<file path="config.mk">
export PLATFORM = sky130hd
export DESIGN_NAME = sumador_acumulador
export DESIGN_NICKNAME = d
export VERILOG_FILES = /design/src/rtl/sumador_pkg.sv /design/src/rtl/sat_addsub.sv /design/src/rtl/sumador_acumulador.sv
export SDC_FILE = /design/constraint.sdc
export NUM_CORES = 1
export LEC_CHECK = 0
export BUFFER_PORTS_ARGS = -buffer_cell sky130_fd_sc_hd__buf_2
export CORE_UTILIZATION = 47
export CTS_CLUSTER_SIZE = 12
export DETAILED_ROUTE_END_ITERATION = 7
export GPL_TIMING_DRIVEN = 0
export PLACE_DENSITY = 0.78
export SLEW_MARGIN = 20
export SYNTH_ARGS = -nofsm -noshare
export SYNTH_HDL_FRONTEND = slang
export SYNTH_SLANG_ARGS = --single-unit
</file>
<file path="constraint.sdc">
create_clock -name clk -period 3.1 [get_ports clk]
set_input_delay 0.465 -clock clk [delete_from_list [all_inputs] [get_ports clk]]
set_output_delay 0.465 -clock clk [all_outputs]
set_load 0.02 [all_outputs]
</file>
<file path="src/rtl/sumador_pkg.sv">
// Shared op encoding, handshake state type and width-dependent saturation limits
// for the registered adder/accumulator.
package sumador_pkg;

    localparam logic [1:0] OP_ADD     = 2'b00;
    localparam logic [1:0] OP_SUB     = 2'b01;
    localparam logic [1:0] OP_ACC_ADD = 2'b10;
    localparam logic [1:0] OP_ACC_SUB = 2'b11;

    typedef enum logic {
        ST_EMPTY = 1'b0,
        ST_FULL  = 1'b1
    } state_t;

    // Limits returned in a 32-bit container; callers truncate to their width.
    function automatic logic [31:0] max_pos(input int unsigned width);
        return (32'd1 << (width - 32'd1)) - 32'd1;
    endfunction

    function automatic logic [31:0] min_neg(input int unsigned width);
        return 32'd1 << (width - 32'd1);
    endfunction

endpackage

</file>
<file path="src/rtl/sat_addsub.sv">
// Combinational two's-complement add/subtract with overflow detection and
// optional saturation to the signed limits.
module sat_addsub
    import sumador_pkg::*;
#(
    parameter int unsigned WIDTH = 10,
    parameter bit          SAT   = 1'b1
) (
    input  logic signed [WIDTH-1:0] x,
    input  logic signed [WIDTH-1:0] y,
    input  logic                    sub,
    output logic signed [WIDTH-1:0] res,
    output logic                    ovf
);

    localparam logic [WIDTH-1:0] MAX_POS = WIDTH'(max_pos(WIDTH));
    localparam logic [WIDTH-1:0] MIN_NEG = WIDTH'(min_neg(WIDTH));

    logic [WIDTH:0] x_ext;
    logic [WIDTH:0] y_ext;
    logic [WIDTH:0] full;

    // Sign-extend by one bit so the true result always fits; the top two
    // bits disagree exactly when the WIDTH-bit result would overflow.
    always_comb begin
        x_ext = {x[WIDTH-1], x};
        y_ext = {y[WIDTH-1], y};
        full  = sub ? (x_ext - y_ext) : (x_ext + y_ext);
        ovf   = full[WIDTH] ^ full[WIDTH-1];
        res   = full[WIDTH-1:0];
        if (SAT && ovf) begin
            res = full[WIDTH] ? MIN_NEG : MAX_POS;
        end
    end

endmodule

</file>
<file path="src/rtl/sumador_acumulador.sv">
// Registered adder/subtractor with accumulator, sticky overflow flag and a
// one-deep valid/ready output stage.
module sumador_acumulador
    import sumador_pkg::*;
#(
    parameter int unsigned WIDTH = 10,
    parameter bit          SAT   = 1'b1
) (
    input  logic                    clk,
    input  logic                    rst,
    input  logic                    in_valid,
    output logic                    in_ready,
    input  logic [1:0]              op,
    input  logic signed [WIDTH-1:0] a,
    input  logic signed [WIDTH-1:0] b,
    input  logic                    clr,
    output logic                    out_valid,
    input  logic                    out_ready,
    output logic signed [WIDTH-1:0] res,
    output logic                    ovf,
    output logic                    neg,
    output logic                    zero,
    output logic                    ovf_sticky
);

    state_t                  state_q;
    state_t                  state_d;
    logic                    accept;
    logic                    acc_op;
    logic                    sub;
    logic signed [WIDTH-1:0] acc;
    logic signed [WIDTH-1:0] x_sel;
    logic signed [WIDTH-1:0] y_sel;
    logic signed [WIDTH-1:0] sum_res;
    logic                    sum_ovf;

    assign out_valid = (state_q == ST_FULL);

    // Handshake and output-stage occupancy.
    always_comb begin
        state_d  = state_q;
        in_ready = (state_q == ST_EMPTY) || out_ready;
        accept   = in_valid && in_ready;
        case (state_q)
            ST_EMPTY: if (accept) state_d = ST_FULL;
            ST_FULL: begin
                if (accept)         state_d = ST_FULL;
                else if (out_ready) state_d = ST_EMPTY;
            end
            default: state_d = ST_EMPTY;
        endcase
    end

    // Operand selection; a same-cycle clr makes the accumulator read as zero.
    always_comb begin
        acc_op = (op == OP_ACC_ADD) || (op == OP_ACC_SUB);
        sub    = (op == OP_SUB) || (op == OP_ACC_SUB);
        x_sel  = a;
        y_sel  = b;
        if (acc_op) begin
            x_sel = clr ? '0 : acc;
            y_sel = a;
        end
    end

    sat_addsub #(
        .WIDTH (WIDTH),
        .SAT   (SAT)
    ) u_sat_addsub (
        .x   (x_sel),
        .y   (y_sel),
        .sub (sub),
        .res (sum_res),
        .ovf (sum_ovf)
    );

    always_ff @(posedge clk or posedge rst) begin
        if (rst) state_q <= ST_EMPTY;
        else     state_q <= state_d;
    end

    // Result register only loads on accept, so it holds under backpressure.
    always_ff @(posedge clk or posedge rst) begin
        if (rst) begin
            res  <= '0;
            ovf  <= 1'b0;
            neg  <= 1'b0;
            zero <= 1'b1;
        end else if (accept) begin
            res  <= sum_res;
            ovf  <= sum_ovf;
            neg  <= sum_res[WIDTH-1];
            zero <= (sum_res == '0);
        end
    end

    always_ff @(posedge clk or posedge rst) begin
        if (rst) begin
            acc <= '0;
        end else if (accept && acc_op) begin
            acc <= sum_res;
        end else if (clr) begin
            acc <= '0;
        end
    end

    // A clr restarts the sticky history, counting only the result accepted with it.
    always_ff @(posedge clk or posedge rst) begin
        if (rst) begin
            ovf_sticky <= 1'b0;
        end else if (clr) begin
            ovf_sticky <= accept && sum_ovf;
        end else if (accept && sum_ovf) begin
            ovf_sticky <= 1'b1;
        end
    end

endmodule
</file>
==> flow_summary_export.csv <==
group,metric,value,unit
global_routing,grt_pass1_vias,1693,
place,dpl_cell_area,0.00241,mm²
setup_path,crit_buf_inv,3,
synthesis,synth_top_area_share,27.5,%
place,hpwl,3.61,mm
timing,tightest_slew,0.876,ns
setup_path,crit_path_frequent_cell,"buf_12",
power,ir_drop,289,µV
cells_and_area,final_nets,324,
global_routing,gr-usage-all-layers,21.5,%
global_routing,grt_pass1_wl,7.60,mm
setup_path,cp.arrival,3.35,ns
timing,max_freq,0.317,GHz
floorplan,row_count,23,
synthesis,ys_types,50,
clock_tree,clk_pin_slew,0.08,ns
detailed_routing,viasPerCell,5.55,
place,gp_congestion,0.811,
cells_and_area,postLayoutCellArea,0.00264,mm²
floorplan,die_h,68.7,µm
detailed_routing,dr.pass1.iters,4,
place,place_ws,-0.435,ns
status,status,"finished with violations",
timing,slew_violations,0,
synthesis,netlist_instances,229,
power,power_leakage,1.28,nW
timing,setup_viol,17,
setup_path,worst_path_largest_cell_delay,0.36,ns
synthesis,synth-main-ff-cell,"dfrtp_1",
place,io_buffers,41,
cells_and_area,syn_to_final_growth,26.2,%
detailed_routing,wl,4.71,mm
synthesis,syn_area,0.00209,mm²
floorplan,start_util,50.5,%
synthesis,ys_warn_count,0,
timing,worst_slack,-0.0594,ns
detailed_routing,drt_iter0_drc,85,
power,powerDensity,618,mW/mm²
cells_and_area,drive_gt1_share,40.0,%
global_routing,grt_overflow,0,
floorplan,die_w,68.7,µm
synthesis,async_reset_ff_share,100,%
timing,rsz0062_at_grt,"yes",
setup_path,critPathLaunch,"op[1]",
clock_tree,hold_buffers,0,
cells_and_area,final_util,63.7,%
timing,fin_skew,0.00362,ns
setup_path,crit_family,"adder cells",
timing,hold_violations,0,
floorplan,core_area,0.00414,mm²
power,power,1.63,mW
timing,finalCritPeriodShare,102,%
setup_path,cp-start-kind,"input pin",
synthesis,synth_area_leaders,"dfrtp_1, ha_1, xor2_1",
setup_path,worst-path-max-fanout,7,
clock_tree,clk_latency,0.26,ns
detailed_routing,num_vias,1860,
timing,layout_min_cycle_time,3.16,ns
global_routing,antenna_found_initial,0,
setup_path,worstSetupPathType,"input pin to flop",
clock_tree,cts-root-buf,"clkbuf_8",
cells_and_area,antenna_cells,0,
clock_tree,cts_made_buffers,3,
synthesis,ys_ff_latch,24,
clock_tree,htreeDepth,1,
setup_path,worstPathCellList,"buf_12 -> buf_12 -> mux2_4 -> nor2b_4 -> xnor2_2 -> fa_2 -> and2b_1 -> o2111a_2 -> nor3_4 -> o31ai_2 -> xnor3_2 -> buf_6 -> maj3_2 -> o21ai_2",
setup_path,cp_slowest_cell,"xnor3_2",
timing,slew_headroom,41.5,%
synthesis,ys_seq_area_share,28.8,%
setup_path,reg2reg_from,"acc[0]",
setup_path,critPathRequiredTime,3.29,ns
synthesis,syn_area_per_cell,9.14,µm²
clock_tree,clk_path_buf_depth,2,
setup_path,worstSetupEndpointType,"flop",
detailed_routing,wl_per_cell,14.0,µm
global_routing,grt_max_degree,25,
min_path,min_path_type,"input pin to asynchronous set/reset pin",
synthesis,synth_largest_area_cell,"dfrtp_1",
synthesis,synth-edff-count,0,
detailed_routing,antenna_left,0,
floorplan,ios,43,
job,maxCapViolCount,0,
synthesis,synthesis.nets,267,
timing,whs,0.371,ns
floorplan,dieArea,0.00472,mm²
status,violations,"negative setup slack",
clock_tree,cts_tree,"done",
detailed_routing,drc,0,
clock_tree,cts.sink_count,24,
## cell usage in the layout, fill, tap and decap left out, types with 6 or more instances in the layout
cell type / instances
a21oi_1: 6
buf_2: 41
buf_4: 11
clkbuf_8: 6
dfrtp_1: 23
ha_1: 10
inv_1: 14
maj3_2: 8
mux2i_1: 9
nand2_1: 18
nand3_1: 6
nand3b_1: 12
nor2_1: 12
o21ai_0: 10
o21ai_1: 7
o21ai_2: 13
xor2_1: 11
## routing by layer
metal	track usage, %	vias up	share of wire [%]
met4	2.30	0	0.085
met3	3.95	2	3.8
li1	-	921	-
met1	28.5	901	45
met2	37.5	36	51
met5	0	-	0
## registers in the layout (all words and copies together), names as in the netlist
name and flops:
ovf_sticky 1, out_valid 1, zero 1, ovf 1, acc 10, res 10
## kinds of logic (layout without fill, tap and decap cells)
kind of cell    after synthesis  count (layout)  share of synthesized area (%)
mux                          15              15                           7.48
compound gates               51              51                           16.6
flops                        24              24                           28.8
simple gates                 75              75                           20.4
fa+ha+maj                    20              20                           11.6
buf+inv                      26              82                           6.88
xor+xnor                     18              18                           8.25
## timing repair
action	in CTS	in global routing
resized for setup	9	21
buffers inserted	2	8
endpoints found under the setup margin	21	23
pin swaps	2	7
gates cloned	1	0
## synth_stat cells (2+ instances only)
cell / instances
o21ai_0: 17
maj3_1: 3
mux2i_1: 10
nand2_1: 18
dfrtp_1: 23
nand2b_1: 5
mux2_2: 5
a21o_1: 2
nor3_1: 5
xnor2_1: 5
nor2b_1: 6
xor2_1: 12
o22ai_1: 2
nor2_1: 12
nand3_1: 6
ha_1: 10
or2_2: 2
a21oi_1: 7
o21ai_2: 9
maj3_2: 6
inv_1: 14
o21ai_1: 4
clkbuf_1: 6
nor4_1: 2
nand3b_1: 12
buf_6: 2
## area by class of cell
cell class                      instances  area [µm²]
Tap cell                               50        62.6
Sequential cell                        24         602
Clock buffer                            4        55.1
Fill cell                             361        1500
Buffer                                 12         125
Timing Repair Buffer                   52         292
Inverter                               14        52.6
Multi-Input combinational cell        179        1450
## final timing paths
kind / end / cells past startpoint / slack (ns)
worst max-delay path: res[7] / 14 / -0.06
worst min-delay path: res[1] / 2 / 0.37
worst max register to register: res[7] / 12 / 0.13
worst min register to register: res[5] / 2 / 0.48
max in group asynchronous: acc[9] / 2 / 2.19
min in group clk: out_valid / 2 / 0.43
## where the power goes
group | internal, mW | switching (mW)
Sequential | 0.412 | 0.0482
Combinational | 0.430 | 0.531
Clock | 0.113 | 0.0955
## through the flow
| step | instances | TNS [ns] |
|---|---|---|
| 2_1_floorplan | 229 | -2.09 |
| 3_3_place_gp | 320 | -7.48 |
| 3_5_place_dp | 320 | -8.08 |
| 4_1_cts | 327 | -0.699 |
| 5_1_grt | 335 | -2.96 |
| 6_report | 335 | -0.504 |
Power figures use the tool's default switching activity.
